===== config.mk =====
export PLATFORM = sky130hd
export DESIGN_NAME = ssemi_decimator_config_sequencer
export DESIGN_NICKNAME = d
export VERILOG_FILES = /design/src/rtl/ssemi_decimator_config_sequencer.sv
export SDC_FILE = /design/constraint.sdc
export NUM_CORES = 1
export LEC_CHECK = 0
export ABC_AREA = 1
export CAP_MARGIN = 5
export CORE_MARGIN = 5
export CORE_UTILIZATION = 46
export DETAILED_ROUTE_END_ITERATION = 16
export GPL_TIMING_DRIVEN = 0
export PLACE_DENSITY = 0.75
export RECOVER_POWER = 100
export SLEW_MARGIN = 20
export SYNTH_ARGS = -nofsm -noshare
export SYNTH_HDL_FRONTEND = slang
export SYNTH_SLANG_ARGS = --single-unit

===== constraint.sdc =====
create_clock -name i_clk -period 2.95 [get_ports i_clk]
set_clock_uncertainty 0.1 [all_clocks]
set_input_delay 0.59 -clock i_clk [delete_from_list [all_inputs] [get_ports i_clk]]
set_output_delay 0.59 -clock i_clk [all_outputs]
set_load 0.01 [all_outputs]

===== src/rtl/ssemi_decimator_config_sequencer.sv =====
// Brings the CIC/FIR/halfband decimator into operation: drains the datapath, streams
// coefficients from the store into the config port, programs the factor, flushes, runs.
module ssemi_decimator_config_sequencer #(
  parameter int         FIR_TAPS       = 64,
  parameter int         HALFBAND_TAPS  = 33,
  parameter logic [7:0] FIR_BASE_ADDR  = 8'h00,
  parameter logic [7:0] HB_BASE_ADDR   = 8'h80,
  parameter logic [7:0] DECIM_ADDR     = 8'hF0,
  parameter int         FLUSH_CYCLES   = 16,
  parameter int         TIMEOUT_CYCLES = 1024
) (
  input  logic        i_clk,
  input  logic        i_rst,
  input  logic        i_start,
  input  logic [9:0]  i_decimation_factor,
  output logic        o_coef_rd_en,
  output logic [7:0]  o_coef_rd_addr,
  input  logic [31:0] i_coef_rd_data,
  output logic        o_config_valid,
  output logic [7:0]  o_config_addr,
  output logic [31:0] o_config_data,
  input  logic        i_config_ready,
  output logic        o_dp_enable,
  input  logic        i_dp_busy,
  output logic        o_running,
  output logic        o_done,
  output logic        o_error,
  output logic [1:0]  o_error_code,
  output logic [2:0]  o_state
);

  typedef enum logic [2:0] {
    S_IDLE   = 3'd0,
    S_DRAIN  = 3'd1,
    S_FETCH  = 3'd2,
    S_RDWAIT = 3'd3,
    S_WRITE  = 3'd4,
    S_DECIM  = 3'd5,
    S_SETTLE = 3'd6,
    S_RUN    = 3'd7
  } state_t;

  localparam int TOTAL_TAPS = FIR_TAPS + HALFBAND_TAPS;
  localparam int CNT_MAX    = (TIMEOUT_CYCLES > FLUSH_CYCLES) ? TIMEOUT_CYCLES : FLUSH_CYCLES;
  localparam int CNT_W      = $clog2(CNT_MAX + 1);

  localparam logic [1:0] ERR_FACTOR = 2'd1;
  localparam logic [1:0] ERR_DRAIN  = 2'd2;
  localparam logic [1:0] ERR_CONFIG = 2'd3;

  state_t           state_q;
  logic [7:0]       idx_q;
  logic [9:0]       factor_q;
  logic [CNT_W-1:0] cnt_q;
  logic             low_seen_q;

  logic             start_ok_d;
  logic             factor_ok_d;
  logic             tmo_hit_d;
  logic             flush_done_d;
  logic             last_coef_d;
  logic [7:0]       cfg_addr_d;

  always_comb begin
    factor_ok_d = 1'b0;
    case (i_decimation_factor)
      10'd32, 10'd64, 10'd128, 10'd256, 10'd512: factor_ok_d = 1'b1;
      default:                                   factor_ok_d = 1'b0;
    endcase
  end

  assign start_ok_d   = i_start && ((state_q == S_IDLE) || (state_q == S_RUN));
  assign tmo_hit_d    = (cnt_q == CNT_W'(TIMEOUT_CYCLES - 1));
  assign flush_done_d = (cnt_q == CNT_W'(FLUSH_CYCLES - 1));
  assign last_coef_d  = (idx_q == 8'(TOTAL_TAPS - 1));
  // Coefficient index maps into two disjoint config windows.
  assign cfg_addr_d   = (idx_q < 8'(FIR_TAPS)) ? (FIR_BASE_ADDR + idx_q)
                                               : (HB_BASE_ADDR + (idx_q - 8'(FIR_TAPS)));
  assign o_state      = state_q;

  always_ff @(posedge i_clk or posedge i_rst) begin
    if (i_rst) begin
      state_q        <= S_IDLE;
      idx_q          <= 8'd0;
      factor_q       <= 10'd0;
      cnt_q          <= '0;
      low_seen_q     <= 1'b0;
      o_coef_rd_en   <= 1'b0;
      o_coef_rd_addr <= 8'd0;
      o_config_valid <= 1'b0;
      o_config_addr  <= 8'd0;
      o_config_data  <= 32'd0;
      o_dp_enable    <= 1'b0;
      o_running      <= 1'b0;
      o_done         <= 1'b0;
      o_error        <= 1'b0;
      o_error_code   <= 2'd0;
    end else begin
      o_done <= 1'b0;
      if (start_ok_d) begin
        o_error      <= 1'b0;
        o_error_code <= 2'd0;
        o_running    <= 1'b0;
        o_dp_enable  <= 1'b0;
        idx_q        <= 8'd0;
        cnt_q        <= '0;
        low_seen_q   <= 1'b0;
        if (factor_ok_d) begin
          factor_q <= i_decimation_factor;
          state_q  <= S_DRAIN;
        end else begin
          o_error      <= 1'b1;
          o_error_code <= ERR_FACTOR;
          state_q      <= S_IDLE;
        end
      end else begin
        case (state_q)
          S_DRAIN: begin
            if (!i_dp_busy && low_seen_q) begin
              o_coef_rd_en   <= 1'b1;
              o_coef_rd_addr <= idx_q;
              state_q        <= S_FETCH;
            end else if (tmo_hit_d) begin
              o_error      <= 1'b1;
              o_error_code <= ERR_DRAIN;
              state_q      <= S_IDLE;
            end else begin
              low_seen_q <= !i_dp_busy;
              cnt_q      <= cnt_q + CNT_W'(1);
            end
          end
          S_FETCH: begin
            o_coef_rd_en <= 1'b0;
            state_q      <= S_RDWAIT;
          end
          S_RDWAIT: begin
            o_config_data  <= i_coef_rd_data;
            o_config_addr  <= cfg_addr_d;
            o_config_valid <= 1'b1;
            cnt_q          <= '0;
            state_q        <= S_WRITE;
          end
          S_WRITE: begin
            if (i_config_ready) begin
              idx_q <= idx_q + 8'd1;
              cnt_q <= '0;
              if (last_coef_d) begin
                // Valid stays high: the factor write follows back-to-back.
                o_config_addr <= DECIM_ADDR;
                o_config_data <= {22'b0, factor_q};
                state_q       <= S_DECIM;
              end else begin
                o_config_valid <= 1'b0;
                o_coef_rd_en   <= 1'b1;
                o_coef_rd_addr <= idx_q + 8'd1;
                state_q        <= S_FETCH;
              end
            end else if (tmo_hit_d) begin
              o_config_valid <= 1'b0;
              o_error        <= 1'b1;
              o_error_code   <= ERR_CONFIG;
              state_q        <= S_IDLE;
            end else begin
              cnt_q <= cnt_q + CNT_W'(1);
            end
          end
          S_DECIM: begin
            if (i_config_ready) begin
              o_config_valid <= 1'b0;
              o_dp_enable    <= 1'b1;
              cnt_q          <= '0;
              state_q        <= S_SETTLE;
            end else if (tmo_hit_d) begin
              o_config_valid <= 1'b0;
              o_error        <= 1'b1;
              o_error_code   <= ERR_CONFIG;
              state_q        <= S_IDLE;
            end else begin
              cnt_q <= cnt_q + CNT_W'(1);
            end
          end
          S_SETTLE: begin
            if (flush_done_d) begin
              o_running <= 1'b1;
              o_done    <= 1'b1;
              state_q   <= S_RUN;
            end else begin
              cnt_q <= cnt_q + CNT_W'(1);
            end
          end
          default: begin
          end
        endcase
      end
    end
  end

endmodule


## Yosys cells after proc, flatten, opt, wreduce, memory -nomap -nowiden

Cells that the tools add are included.

| word-level totals | value |
|---|---|
| bits in read-only memories | 0 |
| memory bits (writable) | 0 |
| output and inout port bits | 59 |
| logic and storage cells | 147 |
| memories | 0 |
| bits in latches | 0 |
| bits in registers | 89 |

| operators by class | value |
|---|---|
| $lt $le $gt $ge | 1 |
| mux-type cells | 65 |
| multiply operators | 0 |
| reduce and logical (&&, ||, !) cells | 33 |
| div/mod/pow operators | 0 |
| eq/ne operators | 28 |
| bitwise operators | 1 |
| add/subtract/negate cells | 4 |
| shift operators | 0 |

Operators by type and width:

| cell | count |
|---|---|
| two-way mux 8 bit | 9 |
| two-way mux 32 bit | 2 |
| case mux 32 bit (2 select lines) | 1 |
| two-way mux 11 bit | 5 |
| case mux 11 bit (4 select lines) | 1 |
| case mux 8 bit (2 select lines) | 2 |
| two-way mux 1 bit | 28 |
| two-way mux 3 bit | 7 |
| case mux 3 bit (6 select lines) | 1 |
| nonzero test 2 bit | 8 |
| inequality test 3 bit (second input constant) | 5 |
| AND reduction 5 bit | 3 |
| equality test 3 bit (second input constant) | 4 |
| inequality test 2 bit (second input constant) | 6 |
| AND reduction 3 bit | 4 |
| adder 11 x 1 -> 11 bit (second input constant) | 1 |
| equality test 11 x 10 -> 1 bit (second input constant) | 1 |
| equality test 11 x 4 -> 1 bit (second input constant) | 1 |
| equality test 10 bit (second input constant) | 1 |
| equality test 10 x 6 -> 1 bit (second input constant) | 1 |
| equality test 10 x 7 -> 1 bit (second input constant) | 1 |
| equality test 10 x 8 -> 1 bit (second input constant) | 1 |
| equality test 10 x 9 -> 1 bit (second input constant) | 1 |
| two-way mux 2 bit | 5 |
| 24 further kinds | 33 |

## Longest topological paths before layout

| logic depth | value |
|---|---|
| word-level depth | 5 |
| mapped depth | 12 |
| depth with buffers taken out | 11 |

## Least setup slack after synthesis

OpenSTA, ideal clock, no wires.

| timing | value |
|---|---|
| path kind | reg2reg |
| from | register state_q[0], in the netlist o_state[0] |
| to | register cnt_q[0] |
| cell stages (with the launch flop) | 9 |
| arrival time | 1.446 ns |
| buffers on the path | 2 |
| setup time | 0.122 ns |
| setup slack | 1.282 ns |
| data required time | 2.728 ns |
| period minus slack after synthesis | 1.668 ns |
| cells stage by stage | dfrtp_1 -> buf_4 -> o21ai_1 -> nand3_2 -> nand3_1 -> nand3_2 -> buf_2 -> nor3_1 -> nor2_1 |

| on the way | value |
|---|---|
| cells in the longest elaborated chain, start to end | 5 |

Ends and longest elaborated chain:

| what | line | RTL |
|---|---|---|
| start: declaration | 51 | `state_t state_q;` |
| start signal: assignment | 83 | `state_q <= S_IDLE;` |
| start signal: assignment | 110 | `state_q <= S_DRAIN;` |
| start signal: assignment | 114 | `state_q <= S_IDLE;` |
| equality test 3 bit / logical NOT 3 bit (equally long branches) | 72 | `assign start_ok_d = i_start && ((state_q == S_IDLE) \|\| (state_q == S_RUN));` |
| logical OR 1 bit | 72 |  |
| logical AND 1 bit | 72 |  |
| inequality test 3 bit (no line) / nonzero test 5 bit (equally long branches) | -- |  |
| AND reduction 3 bit (no line) | -- |  |
| end signal: assignment | 129 | `cnt_q <= cnt_q + CNT_W'(1);` |
| end signal: assignment | 164 | `cnt_q <= cnt_q + CNT_W'(1);` |
| end signal: assignment | 179 | `cnt_q <= cnt_q + CNT_W'(1);` |
| end: declaration | 54 | `logic [CNT_W-1:0] cnt_q;` |

Several ways; a longest one is shown, not always the timed one.
A chain may end at the register's enable or synchronous reset.

## Worst setup path in the final report

| timing | value |
|---|---|
| from | register idx_q[7] |
| to | register o_config_data[10] |

| on the way | value |
|---|---|
| cells in the longest elaborated chain, start to end | 3 |

Ends and longest elaborated chain:

| what | line | RTL |
|---|---|---|
| start: declaration | 52 | `logic [7:0] idx_q;` |
| start signal: assignment | 145 | `idx_q <= idx_q + 8'd1;` |
| equality test 8 x 7 -> 1 bit | 75 | `assign last_coef_d = (idx_q == 8'(TOTAL_TAPS - 1));` |
| inequality test 2 bit (no line) | -- |  |
| AND reduction 4 bit (no line) | -- |  |
| end signal: assignment | 137 | `o_config_data <= i_coef_rd_data;` |
| end signal: assignment | 150 | `o_config_data <= {22'b0, factor_q};` |
| end: declaration | 21 | `output logic [31:0] o_config_data,` |

No other way between the ends.

==> run summary <==
Placeable Area -> 0.00973 mm^2
critical path's slowest cell -> dfrtp_1
routed len/inst -> 14.1 um
CP Capture Type -> flop
synthesized area -> 0.00457 mm^2
met2 Use GR -> 35.2%
final hold violation count -> 0
GR Util All Layers -> 20.8%
Antenna Cells -> 0
DR pass1 iterations -> 4
CTS tree -> built
Critical Path RT -> 3080 ps
vias -> 4,296
syn_nets -> 641
initial antenna violation count -> 0
Worst Path Buf+Inv -> 3
largest net degree at the start of global routing -> 34
run status -> complete, no violations
first-pass GRT wire length -> 19.8 mm
largest stage delay on the critical path -> 410 ps
Most Crowded Layer GR -> met2
number of synthesis warnings -> 0
Post-Syn Area per Cell -> 7.77 um^2
Skew-Pair Late Insertion Delay -> 360 ps
Peak VDD IR -> 0.356 mV
relative slew slack -> 19.4%
path type of the worst min-delay path -> flop to flop
grt ovf -> 0
Worst-Margin Slew -> 1200 ps
layout cells sized above 1 -> 6.33%
post-cts hold buffer count -> 0
hpwl dp -> 9.10 mm
Die Y -> 110 um
CTS max path bufs -> 2
I/O Pins -> 106
Final Net Count -> 759
port buffer count -> 105
Final Critical Period -> 2370 ps
Mapped Cells -> 588
cts bufs inserted -> 9
Leakage -> 3.09 nW
crit path cell chain -> inv_1 > ha_1 > nand3_1 > nor2_1 > nand2_1 > nand2_1 > nand2_1 > clkbuf_1 > buf_6 > nand2_1 > o21ai_0
asr flop ratio synth -> 100%
met1 usage -> 27.2%
DR vias/cell -> 5.09
clk root buf -> clkbuf_8
Iteration-0 DRC Markers -> 328
ys flop type -> dfrtp_1
row count -> 36
Max Cap Violations -> 0
H-tree level count -> 3
DR DRC count -> 0
Worst Hold Slack -> 377 ps
Sink Count -> 89
Slew Viols, Final -> 0
final worst path period share -> 80.4%
post-route ant nets -> 0
register area share after synthesis -> 48.7%
Post-Route Setup TNS -> 0 ps
final setup vio count -> 0
Final GP Congestion -> 0.907
flops & latches, synth -> 89
die width -> 110 um
Post-CTS Resized -> 0
Crit Path Class -> flop to flop
CP arrival -> 2500 ps
Die ar. -> 0.0120 mm^2
Cell variety after synth -> 34
Post-CTS Setup Bufs -> 0
area grow syn2layout -> 30.9%
met3 Use GR -> 3.99%
family with the most delay on the worst path -> simple AND/OR/NAND/NOR gates
most used cell, CP -> nand2_1
P per Cell Area -> 849 mW/mm^2
Post-synth EDFFs -> 0
critical path peak fanout -> 10
CP Launch Type -> flop
RSZ-0062 raised after global routing -> no
vias in the first global route -> 4,190
initial core utilization -> 47.0%
Clk pin slew, worst setup/hold paths -> 100 ps
f_max -> 421 MHz
WL final -> 11.9 mm
==> stage by stage <==
step | utilization, % | cell area, um^2 | cells | setup WS, ps | total power [mW]
floorplan | - | 4570 | 588 | 1220 | 3.34
global placement | 59.5 | 5790 | 826 | 259 | 4.38
detailed placement | 59.9 | 5830 | 828 | 530 | 4.44
CTS | 62.0 | 6030 | 844 | 909 | 5.29
global route | 61.5 | 5980 | 844 | 380 | 5.50
finish | 61.5 | 5980 | 844 | 577 | 5.08
==> routing by layer <==
| layer | vias up | share of wire (%) |
|---|---|---|
| li1 | 2124 | - |
| met1 | 2010 | 43 |
| met2 | 146 | 48 |
| met3 | 16 | 7.6 |
| met4 | 0 | 1.3 |
| met5 | - | 0 |
==> cell usage after synthesis (2+ instances only) <==
| library cell | number | area (um^2) |
|---|---|---|
| a21oi_1 | 10 | 50.1 |
| buf_2 | 6 | 30.0 |
| buf_6 | 6 | 67.6 |
| clkbuf_1 | 4 | 15.0 |
| clkbuf_2 | 2 | 10.0 |
| dfrtp_1 | 89 | 2230 |
| ha_1 | 6 | 75.1 |
| inv_1 | 44 | 165 |
| inv_2 | 4 | 15.0 |
| nand2_1 | 209 | 785 |
| nand2_2 | 5 | 31.3 |
| nand2_4 | 2 | 22.5 |
| nand3_1 | 37 | 185 |
| nand3_2 | 2 | 20.0 |
| nand3b_1 | 3 | 22.5 |
| nand4_1 | 3 | 18.8 |
| nor2_1 | 61 | 229 |
| nor2_2 | 5 | 31.3 |
| nor2_4 | 3 | 33.8 |
| nor2_8 | 2 | 40.0 |
| nor3_1 | 5 | 25.0 |
| o211ai_1 | 4 | 30.0 |
| o21ai_0 | 37 | 185 |
| o21ai_1 | 13 | 65.1 |
| o22ai_1 | 5 | 31.3 |
| o31ai_1 | 10 | 75.1 |
| xor2_1 | 4 | 35.0 |
==> worst register-to-register path, cell delays in order (launching register included) <==
cell,delay (ps)
dfrtp_1,410
inv_1,120
ha_1,160
nand3_1,70
nor2_1,350
nand2_1,90
nand2_1,120
nand2_1,160
clkbuf_1,300
buf_6,230
nand2_1,50
o21ai_0,80
==> final cells by class <==
class | instances | area, um^2
fill | 871 | 3750
sequential | 89 | 2230
multi-input combinational | 430 | 1990
timing repair buffer | 107 | 1090
inverter | 50 | 194
tap | 133 | 166
clock buffer | 9 | 124
buffer | 19 | 116
clock inverter | 7 | 75.1
==> registers in the layout, indices dropped and copies added (netlist names) <==
signal,count
o_error,1
o_running,1
o_config_addr,8
low_seen_q,1
o_done,1
factor_q,10
o_config_valid,1
o_state,3
o_coef_rd_en,1
o_config_data,32
o_error_code,2
o_dp_enable,1
cnt_q,11
o_coef_rd_addr,8
idx_q,8
==> kinds of logic (layout without fill, tap and decap cells) <==
kind of cell             count (synthesis)  after routing  share of synthesized area, %
AO/OA/AOI/OAI                           81             81                          9.86
XOR/XNOR                                 5              5                         0.958
adder cells (fa/ha/maj)                  6              6                          1.64
buffers and inverters                   69            192                          7.06
flip-flops                              89             89                          48.7
AND/OR/NAND/NOR                        338            338                          31.7
==> power breakdown <==
| part | total, mW | switching [mW] | internal [mW] |
|---|---|---|---|
| Clock | 0.847 | 0.512 | 0.334 |
| Sequential | 1.78 | 0.189 | 1.59 |
| Combinational | 2.45 | 1.46 | 0.996 |
==> worst paths after layout <==
path                                endpoint  cells after the start              from  slack [ps]
max in group asynchronous        factor_q[6]                      4             i_rst        1000
setup / recovery           o_config_data[10]                     11          idx_q[7]         580
min in group asynchronous         o_state[0]                      2             i_rst         830
hold / removal              o_config_addr[0]                      2  o_config_addr[0]         380
hold reg to reg             o_config_addr[0]                      2  o_config_addr[0]         380
setup reg to reg           o_config_data[10]                     11          idx_q[7]         580
==> layout by cell type (no fill, tap or decap), types with 6 or more instances in the layout <==
| cell | instances |
|---|---|
| o21ai_0 | 47 |
| dlygate4sd3_1 | 62 |
| nand2_1 | 212 |
| nor2_1 | 64 |
| ha_1 | 6 |
| a21oi_1 | 10 |
| clkbuf_1 | 10 |
| clkdlybuf4s50_1 | 43 |
| clkbuf_8 | 9 |
| inv_1 | 43 |
| dfrtp_1 | 89 |
| o31ai_1 | 10 |
| nand3_1 | 38 |
No activity file was read; power rests on OpenSTA's default activity.
